`src/rtl/belt_sort_sequencer.sv`:
```
// Belt motor and diverter sequencer for the waste sorter: stops the belt at
// the sensing station, fires the diverter for the classified bin, restarts.
module belt_sort_sequencer #(
   parameter int unsigned EJECT_CYC     = 25000000,
   parameter int unsigned CLASS_TIMEOUT = 100000000,
   parameter int unsigned CLEAR_TIMEOUT = 150000000,
   parameter int unsigned CNT_W         = 28
) (
   input  logic       clk,
   input  logic       rst,
   input  logic       on_belt,
   input  logic       off_belt,
   input  logic       obj_detect,
   input  logic       class_valid,
   input  logic [1:0] class_code,
   output logic       belt_start,
   output logic       belt_stop,
   output logic [3:0] eject,
   output logic       fault,
   output logic       busy,
   output logic [7:0] sorted_cnt
);

   typedef enum logic [2:0] {
      S_IDLE,
      S_RUN,
      S_CLASSIFY,
      S_EJECT,
      S_CLEAR,
      S_FAULT
   } state_t;

   localparam logic [CNT_W-1:0] EJECT_LAST = CNT_W'(EJECT_CYC - 1);
   localparam logic [CNT_W-1:0] CLASS_LAST = CNT_W'(CLASS_TIMEOUT - 1);
   localparam logic [CNT_W-1:0] CLEAR_LAST = CNT_W'(CLEAR_TIMEOUT - 1);

   state_t           state_q, state_d;
   logic [CNT_W-1:0] timer_q, timer_d;
   logic [3:0]       eject_q, eject_d;
   logic [7:0]       sorted_q, sorted_d;
   logic             start_q, start_d;
   logic             stop_q, stop_d;
   logic             fault_q, fault_d;
   logic             busy_q, busy_d;
   logic             obj_q, on_q;
   logic             need_edge_q, need_edge_d;
   logic             obj_rise, on_rise;

   assign obj_rise = obj_detect & ~obj_q;
   assign on_rise  = on_belt & ~on_q;

   always_comb begin
      state_d     = state_q;
      timer_d     = timer_q;
      eject_d     = eject_q;
      sorted_d    = sorted_q;
      need_edge_d = need_edge_q;
      start_d     = 1'b0;
      stop_d      = 1'b0;

      // Operator stop preempts every transition outside IDLE.
      if (off_belt && state_q != S_IDLE) begin
         state_d = S_IDLE;
         stop_d  = 1'b1;
         eject_d = 4'b0000;
         timer_d = '0;
      end else begin
         unique case (state_q)
            S_IDLE: begin
               if (on_belt && !off_belt && (!need_edge_q || on_rise)) begin
                  state_d     = S_RUN;
                  start_d     = 1'b1;
                  need_edge_d = 1'b0;
               end
            end
            S_RUN: begin
               if (obj_rise) begin
                  state_d = S_CLASSIFY;
                  stop_d  = 1'b1;
                  timer_d = '0;
               end
            end
            S_CLASSIFY: begin
               if (class_valid) begin
                  state_d = S_EJECT;
                  eject_d = 4'b0001 << class_code;
                  timer_d = '0;
               end else if (timer_q == CLASS_LAST) begin
                  state_d = S_FAULT;
               end else begin
                  timer_d = timer_q + 1'b1;
               end
            end
            S_EJECT: begin
               if (timer_q == EJECT_LAST) begin
                  state_d  = S_CLEAR;
                  eject_d  = 4'b0000;
                  sorted_d = sorted_q + 8'd1;
                  timer_d  = '0;
               end else begin
                  timer_d = timer_q + 1'b1;
               end
            end
            S_CLEAR: begin
               if (!obj_detect) begin
                  state_d = S_RUN;
                  start_d = 1'b1;
               end else if (timer_q == CLEAR_LAST) begin
                  state_d = S_FAULT;
               end else begin
                  timer_d = timer_q + 1'b1;
               end
            end
            S_FAULT: begin
               eject_d = 4'b0000;
               // Restart needs a fresh on_belt edge once back in IDLE.
               if (on_belt) begin
                  state_d     = S_IDLE;
                  need_edge_d = 1'b1;
               end
            end
            default: state_d = S_IDLE;
         endcase
      end

      fault_d = (state_d == S_FAULT);
      busy_d  = (state_d != S_IDLE);
   end

   always_ff @(posedge clk or posedge rst) begin
      if (rst) begin
         state_q     <= S_IDLE;
         timer_q     <= '0;
         eject_q     <= 4'b0000;
         sorted_q    <= 8'd0;
         start_q     <= 1'b0;
         stop_q      <= 1'b0;
         fault_q     <= 1'b0;
         busy_q      <= 1'b0;
         obj_q       <= 1'b0;
         on_q        <= 1'b0;
         need_edge_q <= 1'b0;
      end else begin
         state_q     <= state_d;
         timer_q     <= timer_d;
         eject_q     <= eject_d;
         sorted_q    <= sorted_d;
         start_q     <= start_d;
         stop_q      <= stop_d;
         fault_q     <= fault_d;
         busy_q      <= busy_d;
         obj_q       <= obj_detect;
         on_q        <= on_belt;
         need_edge_q <= need_edge_d;
      end
   end

   assign belt_start = start_q;
   assign belt_stop  = stop_q;
   assign eject      = eject_q;
   assign fault      = fault_q;
   assign busy       = busy_q;
   assign sorted_cnt = sorted_q;

endmodule

```
`config.mk`:
```
export PLATFORM = sky130hd
export DESIGN_NAME = belt_sort_sequencer
export DESIGN_NICKNAME = d
export VERILOG_FILES = /design/src/rtl/belt_sort_sequencer.sv
export SDC_FILE = /design/constraint.sdc
export NUM_CORES = 1
export LEC_CHECK = 0
export BUFFER_PORTS_ARGS = -buffer_cell sky130_fd_sc_hd__buf_2
export CAP_MARGIN = 0
export CORE_AREA = 3 3 82 100
export CTS_BUF_LIST = sky130_fd_sc_hd__clkbuf_16
export DETAILED_ROUTE_END_ITERATION = 10
export DIE_AREA = 0 0 85 103
export PLACE_DENSITY = 0.62
export SETUP_SLACK_MARGIN = 0.3
export SLEW_MARGIN = 10
export SYNTH_ARGS = -nofsm -noshare
export SYNTH_HDL_FRONTEND = slang
export SYNTH_SLANG_ARGS = --single-unit
```
`constraint.sdc`:
```
create_clock -name clk -period 3.1 [get_ports clk]
set_input_delay 0.62 -clock clk [delete_from_list [all_inputs] [get_ports clk]]
set_output_delay 0.62 -clock clk [all_outputs]
set_load 0.1 [all_outputs]
```
==> results by group, run 1 <==
Placed design
  • DP HPWL: 4980 µm
  • I/O Buffers: 23
  • GP Congestion: between 0.8 and 0.9

Floorplan
  • Initial Util: 39.7%
  • Core Region: about 7300 µm²
  • Num rows: 34
  • Die Wd: around 85 µm
  • Die area: 8760 µm²
  • I/O Pins: 24
  • Die H: a little over 100 µm

Routing
  • Final wirelength: 6970 µm
  • Avg WL per Cell: about 16 µm
  • Final antenna-violating net count: 0
  • DRC viols: 0
  • Initial drt markers: a little over 100
  • DR vias: between 2000 and 3000
  • First-pass DRT Iterations: 4
  • Vias per cell: just under 6

Global routing
  • Initial antenna violation count: 0
  • All-Layer GR Usage: around 17%
  • Pin count of the biggest net entering global routing: 40
  • Total gr overflow: 0
  • Vias in the first global route: approximately 2400
  • First-pass GRT wire length: about 12000 µm

Logic synthesis
  • Top_reg_cell synth: dfrtp_1
  • Commonest cells post-synth: 50 x dfrtp_1, 29 x nand2_1, 29 x nor2_1, 22 x o21ai_0, 16 x a22o_1
  • Mean Syn Cell Area: just over 9 µm²
  • Synth Instances: about 320
  • Number of flops mapped to enable cells by yosys: 0
  • Seq/Total Area, Yosys: ~43%
  • Post-Syn Area: 2890 µm²
  • Top-count cell post-synth: dfrtp_1
  • Yosys cell types: 56
  • Syn_nets: around 330
  • Top post-synthesis cells by area: dfrtp_1 43%, a22o_1 4.9%, o21ai_0 3.8%
  • Post-synth top area share: between 40% and 50%
  • Yosys reg bits: 50
  • Synth warnings: 0
  • Leading area contributor after synthesis: dfrtp_1
  • Share of synthesized flip-flops with an asynchronous set or reset: 100%

Timing
  • Final setup TNS: 0 ns
  • Final setup vio count: 0
  • Final Hold Fails: 0
  • Crit path time final: between 2 and 3 ns
  • Layout Skew: about 0.0037 ns
  • Fmax: 0.367 GHz
  • Unrepaired setup endpoints after global routing: no
  • Worst Tran Pin Value: ~0.57 ns
  • Final period util: roughly 90%
  • Max_slew headroom: ~62%
  • Slew Viols, Final: 0

Worst setup path
  • CP peak stage delay: 0.59 ns
  • Top cell by count, worst path: or4_4
  • Crit path launch type: flop
  • CP cell instances: or4_4 > or4_4 > nor3_4 > o22ai_4 > and2_1 > buf_12 > a22o_1
  • Setup CP Type: flop to flop
  • Endpoint class of the critical path: flop
  • Crit-path max FO: 15
  • Worst EP arrival: between 2 and 3 ns
  • Slowest CP cell: or4_4
  • Data required time of the critical path: 3.28 ns

Clock tree
  • # hold bufs at CTS: 0
  • Skew-Pair Late Insertion Delay: approximately 0.29 ns
  • CTS clock-pin slew for the worst setup and hold paths: ~0.07 ns
  • CTS Sinks: 50
  • CTS H-tree lvls: 2
  • CTS tree: built
  • CTS buffer count: 5
  • CTS Buffer Depth: 2
  • Clock root cell: clkbuf_16

Pwr
  • VDD IR max: ~0.00052 V
  • Power after layout: approximately 2.4 mW
  • Pleak: around 1.5 nW
  • PwrDens: around 720 nW/µm²

Final layout
  • Layout area overhead: 16.3%
  • Antenna Cells: 0
  • Register area: roughly 1300 µm²
  • Multi-input gate area: around 1600 µm²
  • Fillers: a little under 700
  • Fin nets: around 360
  • Share of cells above drive strength 1: roughly 18%

Run status
  • Status: finished clean

Job
  • Max cap viols: 0

Worst hold path
  • Hold Crit Class: input port to asynchronous set/reset pin
-- final cells by class --
cell class | instances | share of cell area [%]
Multi-Input combinational cell | 244 | 46.3
Sequential cell | 50 | 37.2
Timing Repair Buffer | 38 | 7.26
Clock buffer | 5 | 3.72
Tap cell | 90 | 3.35
Clock inverter | 3 | 1.34
Inverter | 7 | 0.782
-- registers in the layout (all words and copies together) (netlist names) --
signal       cells
sorted_cnt       8
on_q             1
belt_stop        1
obj_q            1
timer_q         28
busy             1
belt_start       1
need_edge_q      1
fault            1
eject            4
state_q          3
-- repair_timing --
| action | 4_1_cts | 5_1_grt |
|---|---|---|
| gates resized for setup | 0 | 4 |
| buffers inserted | 0 | 2 |
| endpoints found under the hold margin | 0 | 0 |
| setup endpoints to repair | 0 | 18 |
-- routing by layer --
layer	vias to the layer above	track usage, %	routed length [µm]
met5	-	0	0
met4	0	5.48	130
met3	10	3.12	240
met2	50	28.9	3400
met1	1228	21.5	3200
li1	1251	-	-
-- placed cells by master (no fill, tap or decap), types with 5 or more instances in the layout --
| cell | count |
|---|---|
| a21o_1 | 10 |
| a21oi_1 | 13 |
| a22o_1 | 16 |
| and3_1 | 6 |
| buf_2 | 23 |
| buf_4 | 13 |
| clkbuf_16 | 5 |
| dfrtp_1 | 50 |
| inv_1 | 6 |
| nand2_1 | 29 |
| nand2b_1 | 6 |
| nand3_1 | 15 |
| nand4_1 | 10 |
| nor2_1 | 29 |
| nor3_1 | 11 |
| nor4_1 | 5 |
| o21ai_0 | 22 |
-- kinds of logic after synthesis --
group	Yosys count	share of synthesized area (%)
compound gates	86	20.9
simple gates	146	28.0
flops	50	43.3
buf+inv	22	3.60
fa+ha+maj	2	0.866
mux	3	1.13
xor+xnor	7	2.12
-- stage by stage --
step	setup slack, ns	hold WS, ns	cell area (µm²)	cells	utilization (%)
after CTS	0.361	0.252	3320	435	45.7
after global placement	0.388	0.456	3150	427	43.3
after floorplan	0.480	0.464	2890	316	-
after detailed placement	0.360	0.461	3150	427	43.3
final	0.376	0.245	3360	437	46.2
after global routing	0.307	0.266	3360	437	46.2
-- report_power, final --
| part | internal, mW | total [mW] | switching (mW) |
|---|---|---|---|
| Sequential | 0.709 | 0.790 | 0.0812 |
| Clock | 0.381 | 0.624 | 0.244 |
| Combinational | 0.340 | 1.01 | 0.672 |
-- worst paths after layout --
check	start	endpoint	slack [ns]	cells past startpoint
setup / recovery	timer_q[9]	timer_q[21]	0.38	7
hold / removal	rst	sorted_cnt[7]	0.24	2
setup reg to reg	timer_q[9]	timer_q[21]	0.38	7
hold reg to reg	sorted_cnt[7]	sorted_cnt[7]	0.47	1
max in group asynchronous	rst	timer_q[21]	2.09	3
min in group clk	sorted_cnt[7]	sorted_cnt[7]	0.47	1
-- critical path, delay by kind of cell, from the launching register on --
kind	cells	cell delay (ns)
and+or+nand+nor	4	1.65
DFF	1	0.44
AOI/OAI and AO/OA	2	0.35
buffers and inverters	1	0.15
(Power assumes the default switching activity.)
==> inputs of run 2 (changes only) <==
- SETUP_SLACK_MARGIN: 0.3 -> 0.4
==> results by group, run 2 (synthesis gave the netlist of run 1 again) <==
Routing
  • First-pass DRT Iterations: 4 (unchanged)
  • DR vias: 2576 (was 2539)
  • DRC viols: 0 (unchanged)
  • Final antenna-violating net count: 0 (unchanged)
  • Vias per cell: 5.79 (was 5.81)
  • Avg WL per Cell: 15.9 µm (was 16.0 µm)
  • Initial drt markers: 121 (was 102)
  • Final wirelength: 7090 µm (was 6970 µm)

Timing
  • Final period util: 85.2% (was 87.9%)
  • Fmax: 0.378 GHz (was 0.367 GHz)
  • Layout Skew: 0.00372 ns (was 0.00371 ns)
  • Max_slew headroom: 61.7% (was 62.3%)
  • Unrepaired setup endpoints after global routing: no (unchanged)
  • Crit path time final: 2.64 ns (was 2.72 ns)
  • Final Hold Fails: 0 (unchanged)
  • Final setup TNS: 0 ns (unchanged)
  • Worst Tran Pin Value: 0.574 ns (was 0.565 ns)
  • Slew Viols, Final: 0 (unchanged)
  • Final setup vio count: 0 (unchanged)

Clock tree
  • CTS Buffer Depth: 2 (unchanged)
  • CTS H-tree lvls: 2 (unchanged)
  • CTS clock-pin slew for the worst setup and hold paths: 0.07 ns (about the same)
  • Skew-Pair Late Insertion Delay: 0.29 ns (about the same)
  • CTS tree: built (unchanged)
  • Clock root cell: clkbuf_16 (unchanged)
  • CTS Sinks: 50 (unchanged)
  • CTS buffer count: 5 (unchanged)

Placed design
  • GP Congestion: 0.870 (unchanged)
  • I/O Buffers: 23 (unchanged)
  • # placed instances: 427 (unchanged)
  • DP HPWL: 4980 µm (unchanged)

Job
  • Max cap viols: 0 (unchanged)

Worst setup path
  • Data required time of the critical path: 3.28 ns (about the same)
  • CP peak stage delay: 0.59 ns (about the same)
  • RR Endpoint: timer_q[27] (was timer_q[21])
  • Endpoint class of the critical path: flop (unchanged)
  • Crit-path max FO: 8 (was 15)
  • FF-to-FF setup slack: 0.46 ns (was 0.38 ns)
  • Crit path launch type: flop (unchanged)
  • Setup CP Type: flop to flop (unchanged)
  • Slowest CP cell: or4_4 (unchanged)
  • CP cell instances: or4b_4 > or4_4 > nor3_4 > o21a_1 > buf_6 > o21ai_0 > mux2_2 (was or4_4 > or4_4 > nor3_4 > o22ai_4 > and2_1 > buf_12 > a22o_1)
  • R2R depth: 7 (unchanged)
  • Buffers plus inverters on the worst setup path: 1 (unchanged)
  • Reg-to-reg startpoint: timer_q[15] (was timer_q[9])
  • Worst EP arrival: 2.82 ns (was 2.90 ns)
  • Cell family with most CP delay: simple AND/OR/NAND/NOR gates (unchanged)

Pwr
  • Pleak: 1.55 nW (was 1.51 nW)
  • Internal cell power: 1.45 mW (was 1.43 mW)
  • Combinational Power Share: 42.3% (was 41.7%)
  • PwrDens: 708 nW/µm² (was 722 nW/µm²)
  • VDD IR max: 0.000515 V (about the same)
  • Net Sw Frac: 40.8% (was 41.1%)
  • P_sw: 1.00 mW (was 997 µW)
  • Clock share of power: 25.5% (was 25.7%)
  • Sequential share of power: 32.2% (was 32.6%)

Global routing
  • All-Layer GR Usage: 16.9% (about the same)
  • Vias in the first global route: 2442 (was 2426)
  • Pin count of the biggest net entering global routing: 40 (unchanged)
  • First-pass GRT wire length: 12000 µm (about the same)
  • Total gr overflow: 0 (unchanged)
  • Initial antenna violation count: 0 (unchanged)

Final layout
  • Layout area overhead: 19.8% (was 16.3%)
  • Final Non-Filler Cells: 445 (was 437)
  • Share of cells above drive strength 1: 22.8% (was 18.2%)
  • Most common cell after layout, fill and taps aside: dfrtp_1 (unchanged)
  • Most frequent cells in the layout: 45 x dfrtp_1, 29 x nand2_1, 29 x nor2_1 (was 50 x dfrtp_1, 29 x nand2_1, 29 x nor2_1)
  • Number of flip-flops in the largest register: 28 (unchanged)
  • Antenna Cells: 0 (unchanged)
  • Fin nets: 364 (was 356)
  • Top reg by flops: timer_q (unchanged)

Floorplan
  • Initial Util: 39.7% (unchanged)
  • Num rows: 34 (unchanged)
  • Core Region: 7270 µm² (unchanged)
  • Die H: 103 µm (unchanged)
  • Die area: 8760 µm² (unchanged)
  • Die Wd: 85 µm (unchanged)
  • I/O Pins: 24 (unchanged)

Worst hold path
  • Hold Crit Class: input port to asynchronous set/reset pin (unchanged)

Run status
  • Status: finished clean (unchanged)
[run 2: cell count changes in the layout (fill, tap and decap cells not counted), moves of 2 or more]
cell and change:
nor4_2 +2, dfrtp_2 +5, buf_6 +2, buf_4 +6, dfrtp_1 -5, nor4_1 -2
[run 2: layer usage]
layer | track usage (%) | part of all wire, %
met1 | 21.4 | 44
met2 | 28.8 | 50
met3 | 3.20 | 4.4
met4 | 6.09 | 2.1
met5 | 0 | 0
[run 2: area by class of cell]
cell class	instances	area, µm²
fillers	687	3810
multi-input cells	244	1580
flip-flops and latches	50	1260
repair buffers	46	312
clock buffers	5	125
well taps	90	113
clock inverters	3	45.0
inverters	7	26.3
[run 2: repair_timing]
action | in CTS | in global routing
gates cloned | 0 | 1
setup buffers | 2 | 7
resized for setup | 4 | 16
setup endpoints to repair | 18 | 24
hold buffers | 0 | 0
pin swaps | 2 | 6
[run 2: metrics by stage]
| step | util, % | total power [mW] | setup slack, ns | hold slack, ns | cell area, µm² |
|---|---|---|---|---|---|
| after detailed placement | 43.3 | 1.80 | 0.360 | 0.461 | 3150 |
| after floorplan | - | 1.52 | 0.480 | 0.464 | 2890 |
| after global placement | 43.3 | 1.80 | 0.388 | 0.456 | 3150 |
| after CTS | 46.2 | 2.45 | 0.406 | 0.252 | 3360 |
| after global routing | 47.6 | 2.61 | 0.401 | 0.266 | 3460 |
| final | 47.6 | 2.45 | 0.458 | 0.245 | 3460 |
[run 2: power groups by stage]
stage	combinational [mW]	sequential, mW	clock, mW
detailed placement	0.998	0.799	0
finish	1.04	0.789	0.624
floorplan	0.591	0.928	0
global placement	0.998	0.802	0
CTS	1.02	0.788	0.636
global route	1.15	0.801	0.662
[run 2: worst register-to-register path: cells and delay by family, from the launching register on]
family,cells,cell delay [ns]
simple gates,3,1.35
flops,1,0.42
compound gates,2,0.33
mux,1,0.27
buf+inv,1,0.16
[run 2: worst max-delay path by stage]
stage,start,slack [ns],endpoint,depth (start not counted)
2_1_floorplan,timer_q[9],0.48,timer_q[10],8
3_3_place_gp,timer_q[11],0.39,timer_q[27],6
3_5_place_dp,timer_q[9],0.36,timer_q[21],7
4_1_cts,timer_q[9],0.41,timer_q[4],7
5_1_grt,timer_q[15],0.40,timer_q[27],7
6_report,timer_q[15],0.46,timer_q[27],7
